### src/rtl/booth_pkg.sv
// Shared types and constants for the radix-2 Booth multiplier sequencer.
package booth_pkg;

   localparam int BOOTH_N_DEF = 8;

   // {Q[0], Q_prev} codes that require an arithmetic step before the shift
   localparam logic [1:0] BOOTH_ADD = 2'b01;
   localparam logic [1:0] BOOTH_SUB = 2'b10;

   typedef enum logic [2:0] {
      IDLE  = 3'd0,
      LOAD  = 3'd1,
      INIT  = 3'd2,
      CHECK = 3'd3,
      ADD   = 3'd4,
      SUB   = 3'd5,
      SHIFT = 3'd6,
      DONE  = 3'd7
   } state_t;

endpackage

### src/rtl/booth_iter_counter.sv
// Iteration counter for the Booth sequencer; flags the final iteration (N-1).
module booth_iter_counter #(
   parameter int N     = 8,
   parameter int CNT_W = 3
) (
   input  logic clk,
   input  logic reset,
   input  logic clear,
   input  logic increment,
   output logic last
);

   logic [CNT_W-1:0] count;

   always_ff @(posedge clk) begin
      if (reset || clear) begin
         count <= '0;
      end else if (increment) begin
         count <= count + CNT_W'(1);
      end
   end

   assign last = (count == CNT_W'(N - 1));

endmodule

### src/rtl/booth_control_fsm.sv
// Control sequencer for the radix-2 Booth multiplier datapath.
// Optional abort input is enabled by defining BOOTH_ABORT_EN.
module booth_control_fsm
   import booth_pkg::*;
#(
   parameter int N     = BOOTH_N_DEF,
   parameter int CNT_W = (N > 1) ? $clog2(N) : 1
) (
   input  logic       clk,
   input  logic       reset,
   input  logic       start,
`ifdef BOOTH_ABORT_EN
   input  logic       abort,
`endif
   input  logic [1:0] qo_qprev,
   output logic       load_M,
   output logic       load_Q,
   output logic       reset_A,
   output logic       reset_Qprev,
   output logic       add_M,
   output logic       subs_M,
   output logic       shift_all,
   output logic       busy,
   output logic       done,
   output state_t     dbg_state
);

   // Handshake: start is a request honoured only while busy is low; each
   // accepted request produces exactly one done pulse unless reset/abort.
   state_t state, state_nxt;
   logic   iter_last;

   always_ff @(posedge clk) begin
      if (reset) begin
         state <= IDLE;
      end else begin
         state <= state_nxt;
      end
   end

   booth_iter_counter #(
      .N     (N),
      .CNT_W (CNT_W)
   ) u_iter_counter (
      .clk       (clk),
      .reset     (reset),
      .clear     (state == INIT),
      .increment ((state == SHIFT) && !iter_last),
      .last      (iter_last)
   );

   always_comb begin
      state_nxt   = IDLE;
      load_M      = 1'b0;
      load_Q      = 1'b0;
      reset_A     = 1'b0;
      reset_Qprev = 1'b0;
      add_M       = 1'b0;
      subs_M      = 1'b0;
      shift_all   = 1'b0;
      busy        = 1'b1;
      done        = 1'b0;
      case (state)
         IDLE: begin
            busy      = 1'b0;
            state_nxt = start ? LOAD : IDLE;
         end
         LOAD: begin
            load_M    = 1'b1;
            load_Q    = 1'b1;
            state_nxt = INIT;
         end
         INIT: begin
            reset_A     = 1'b1;
            reset_Qprev = 1'b1;
            state_nxt   = CHECK;
         end
         CHECK: begin
            if (qo_qprev == BOOTH_ADD) begin
               state_nxt = ADD;
            end else if (qo_qprev == BOOTH_SUB) begin
               state_nxt = SUB;
            end else begin
               state_nxt = SHIFT;
            end
         end
         ADD: begin
            add_M     = 1'b1;
            state_nxt = SHIFT;
         end
         SUB: begin
            subs_M    = 1'b1;
            state_nxt = SHIFT;
         end
         SHIFT: begin
            shift_all = 1'b1;
            state_nxt = iter_last ? DONE : CHECK;
         end
         DONE: begin
            done      = 1'b1;
            state_nxt = IDLE;
         end
         default: begin
            busy      = 1'b0;
            state_nxt = IDLE;
         end
      endcase
`ifdef BOOTH_ABORT_EN
      if (abort && (state != IDLE)) begin
         state_nxt = IDLE;
      end
`endif
   end

   assign dbg_state = state;

endmodule
### config.mk
export PLATFORM = sky130hd
export DESIGN_NAME = booth_control_fsm
export DESIGN_NICKNAME = d
export VERILOG_FILES = /design/src/rtl/booth_pkg.sv /design/src/rtl/booth_iter_counter.sv /design/src/rtl/booth_control_fsm.sv
export SDC_FILE = /design/constraint.sdc
export NUM_CORES = 1
export LEC_CHECK = 0
export CORE_MARGIN = 5
export CORE_UTILIZATION = 25
export DETAILED_ROUTE_END_ITERATION = 8
export GPL_TIMING_DRIVEN = 0
export PLACE_DENSITY = 0.63
export SLEW_MARGIN = 15
export SYNTH_ARGS = -nofsm -noshare
export SYNTH_HDL_FRONTEND = slang
export SYNTH_SLANG_ARGS = --single-unit
### constraint.sdc
create_clock -name clk -period 2.42 [get_ports clk]
set_clock_uncertainty 0.15 [all_clocks]
set_input_delay 0.484 -clock clk [delete_from_list [all_inputs] [get_ports clk]]
set_output_delay 0.484 -clock clk [all_outputs]
set_load 0.005 [all_outputs]
Word level (Yosys, flattened, before mapping)
Cells that the tools add are included.
{ "classes": {"reduce_logical": 5, "addsub": 1, "n_mux": 12, "n_eq_ne": 10} }
{ "ops": {"columns": ["operator", "n"], "rows": [
  ["$pmux 3 s7", 1],
  ["$eq 3x3->1 const B", 5],
  ["$mux 1", 8],
  ["$eq 3x2->1 const B", 2],
  ["$mux 2", 2],
  ["$add 3x1->3 const B", 1],
  ["$eq 3x1->1 const B", 1],
  ["$logic_not 3->1", 1],
  ["$mux 3", 1],
  ["$eq 2x1->1 const B", 1],
  ["$eq 2x2->1 const B", 1],
  ["$reduce_or 2->1", 1],
  ["$logic_and 1x1->1", 1],
  ["$logic_not 1->1", 1],
  ["$logic_or 1x1->1", 1]
]} }
{ "totals": {"input_bits": 5, "regBits": 6} }

Logic depth before layout (Yosys ltp)
Gate-level depths: netlist of run 1.
{ "depth": {"word_depth": 4, "mapped_depth": 5, "depth_no_buf": 5} }

Modules after synthesis
A second synthesis of run 1 with hierarchy kept.
{ "hier_totals": {"hier_cells": 42, "hier_area_um2": 385.4} }
{ "by_module_without_submodules": {"columns": ["module", "area_each_um2", "seq_area_each_um2", "n_inst", "cells_per_inst"], "rows": [
  ["booth_control_fsm", 251.5, 60.1, 1, 31],
  ["booth_iter_counter", 133.9, 60.1, 1, 11]
]} }

Least setup slack after synthesis of run 1
No wires, ideal clock.
{ "synth_timing": {"path_type": "register -> output", "start": "register state[0] (netlist: dbg_state[0])", "end": "output reset_Qprev", "t_arrival_ns": 0.892, "setup_slack_ns": 0.894, "path_stages_with_launch": 5, "cell_sequence": "dfxtp_1 -> buf_6 -> nand2b_1 -> nor2_1 -> buf_4"} }
{ "synth_between": {"elab_chain_len": 2} }
{ "synth_rtl": {"columns": ["item", "line_no", "rtl"], "rows": [
  ["start, declared", "booth_control_fsm.sv:30", "state_t state, state_nxt;"],
  ["start signal, assigned", "booth_control_fsm.sv:37", "state <= state_nxt;"],
  ["$eq 3x2->1", null, null],
  ["$mux 1", null, null],
  ["end, declared", "booth_control_fsm.sv:19", "output logic reset_Qprev,"]
]} }
Every way passes these cells.

Final worst setup path of run 1
{ "layout_timing": {"start": "register state[2] (netlist: dbg_state[2])", "end": "output load_Q"} }
{ "layout_between": {"elab_chain_len": 2} }
{ "layout_rtl": {"columns": ["item", "line_no", "rtl"], "rows": [
  ["$eq 3x1->1", "booth_control_fsm.sv:63", "case (state)"],
  ["$mux 1", "booth_control_fsm.sv:63", null],
  ["end, declared", "booth_control_fsm.sv:17", "output logic load_Q,"]
]} }
Every way passes these cells.

==> results of run 1 <==
flip-flops by register name (all words and copies together), names as in the netlist:
name,flops
dbg_state,3
u_iter_counter.count,3
layer usage:
layer	vias to the layer above	share of wire, %
li1	201	-
met1	163	44
met2	16	47
met3	0	8.6
met4	0	0
met5	-	0
power by group through the flow:
stage,combinational [uW],sequential [uW],clock [uW]
after global routing,122,111,106
final,111,110,91.6
after global placement,111,112,0
after floorplan,54.4,112,0
after detailed placement,111,112,0
after CTS,111,111,94.9
worst max-delay path, stage by stage, from the launching register on:
cell and delay (ns):
dfxtp_1 0.48, inv_1 0.13, and3_1 0.21, buf_4 0.12, clkdlybuf4s50_1 0.43
kinds of logic (layout without fill, tap and decap cells):
group,Yosys count,in the layout,share of synthesized area [%]
simple gates,21,21,31.7
buf+inv,7,26,11.1
flops,6,6,31.4
fa+ha+maj,3,3,9.80
compound gates,11,11,16.0
worst min path at each step:
stage	startpoint	endpoint	slack, ns	cells after the start
after floorplan	u_iter_counter.count[1]	u_iter_counter.count[1]	0.30	2
final	u_iter_counter.count[2]	u_iter_counter.count[2]	0.34	2
after CTS	u_iter_counter.count[1]	u_iter_counter.count[1]	0.34	2
after detailed placement	u_iter_counter.count[1]	u_iter_counter.count[1]	0.33	2
after global routing	u_iter_counter.count[2]	u_iter_counter.count[2]	0.37	2
after global placement	u_iter_counter.count[1]	u_iter_counter.count[1]	0.31	2
placed cells by master, fill, tap and decap left out, types with 2 or more instances in the layout:
cell	netlist	routed
inv_1	3	3
o21ai_0	4	4
and2b_1	3	3
dfxtp_1	6	6
ha_1	3	3
buf_4	2	2
clkdlybuf4s50_1	0	16
nand2_1	5	5
nand2b_1	2	2
a21oi_1	5	5
clkbuf_4	0	4
nor2_1	5	5
area by class of cell:
type,count,area (sq um)
Fill cell,157,883
Multi-Input combinational cell,35,220
Timing Repair Buffer,16,160
Sequential cell,6,120
Buffer,4,33.8
Clock buffer,3,22.5
Tap cell,16,20.0
Inverter,3,11.3
through the flow:
step	total power [uW]	hold WS, ns	cells	setup slack [ns]	cell area, sq um
global placement	223	0.315	80	0.383	563
CTS	317	0.338	83	0.119	586
global route	338	0.367	83	0.0249	588
finish	313	0.337	83	0.167	588
floorplan	166	0.297	48	0.894	383
detailed placement	223	0.330	80	0.393	563
==> run summary, run 1 <==
Status: finished, final reports clean
Pwr/cell area: 531 nW/um^2
CTS clk-pin slew, worst paths: 0.05 ns
Largest net degree at the start of global routing: 11
Top cells by area, synth: dfxtp_1 31%, ha_1 9.8%, a21oi_1 6.5%
Synthesized Nets: 56
Met3 Usage GRT: 0.917%
Gate power share: 35.4%
Commonest register cell after synthesis: dfxtp_1
Postcts setup bufs: 0
Psw: 81.9 uW
R2r setup slk: 0.97 ns
Register share of total power: 35.3%
Post-synth top cells: 6 x dfxtp_1, 5 x a21oi_1, 5 x nand2_1, 5 x nor2_1, 4 x o21ai_0
DRT Pass-1 Iters: 2
P_leak: 0.000246 uW
Fin util: 40.0%
Worst skew pair latency: 0.24 ns
Worst Reg-to-Reg Cells: 5
Initial Utilization: 26.0%
Remaining DRCs: 0
Root Buffer: clkbuf_4
Cell taking the most area after synthesis: dfxtp_1
Total of max-cap violations: 0
Port Buffer Count: 16
Critical Path AT: 1.62 ns
Count leader, synth: dfxtp_1
Via count: 380
Max frequency: 0.444 GHz
Number of global-route vias before repair: 321
Rel. slew slack: 80.7%
GRT overflow: 0
Drt total wl: 838 um
CTS buffer count: 3
Syn Inst Count: 48
CP Launch Type: flop
EDFF count, synth: 0
Global routing usage on met1: 9.72%
Setup Total Neg Slack: 0 ns
CTS tree: done
#FFs+latches synth: 6
Core area: 1470 sq um
Clock power share: 29.3%
M2 GR Usage: 10.3%
Setup Viol. Count Final: 0
Detailed Place HPWL: 652 um
Worst slew pin tran: 0.289 ns
CTS resizes: 0
Final ANT Viol Nets: 0
Horiz. Die Dim: 49.1 um
Max Root-Sink Buffers: 2
Initial antenna violation count: 0
CP Class: reg2out
Worst Setup EP: load_Q
Synth async-reset ratio: 0%
P&R area growth vs syn: 53.6%
Share of layout cells above drive strength 1: 13.4%
Die area: 2410 sq um
Global route hottest layer: met2
RSZ-0062 raised after global routing: false
Post-route minimum period: 2.25 ns
I/O pin count: 17
Reg2reg end: u_iter_counter.count[0]
GRT Overall Usage: 7.61%
Row cnt: 14
Final Hold Viols: 0
Sw Ratio: 26.2%
Crit path max fanout: 10
Hold crit path type: reg2reg
YS warnings: 0
Worst VDD drop: 0.162 mV
ANT cells: 0
H-tree levels: 1
Hold_buf cts: 0
Area share of the largest cell type after synthesis: 31.4%
Setup crit start: dbg_state[2]
RePlAce Congestion: 0.670
WL/cell: 10.1 um
Crit end category: primary output
Internal power: 231 uW
Final nets: 77
Clock sinks: 6
Post-synthesis sequential area ratio: 31.4%
Die H: 49.1 um
Vias/cell: 4.58
Worst Path Required: 1.79 ns
Global-route wire length before repair: 1410 um
Synthesized area: 383 sq um
Reg2reg start: u_iter_counter.count[0]
Netlist cell types: 20
Tcrit/Tclk final: 93.1%
Initial drt markers: 4
Synthesized area per cell: 7.98 sq um
Slew Viols, Final: 0
No activity file was read; power rests on OpenSTA's default activity.
==> run 2, diff against run 1 <==
SLEW_MARGIN = 20   (was 15)
==> results of run 2 <==
The final DEF is identical to that of run 1; final timing and power are the same.
==> run 3, diff against run 2 <==
CAP_MARGIN = 15   (was default)
==> results of run 3 <==
The final DEF is identical to that of run 1; final timing and power are the same.
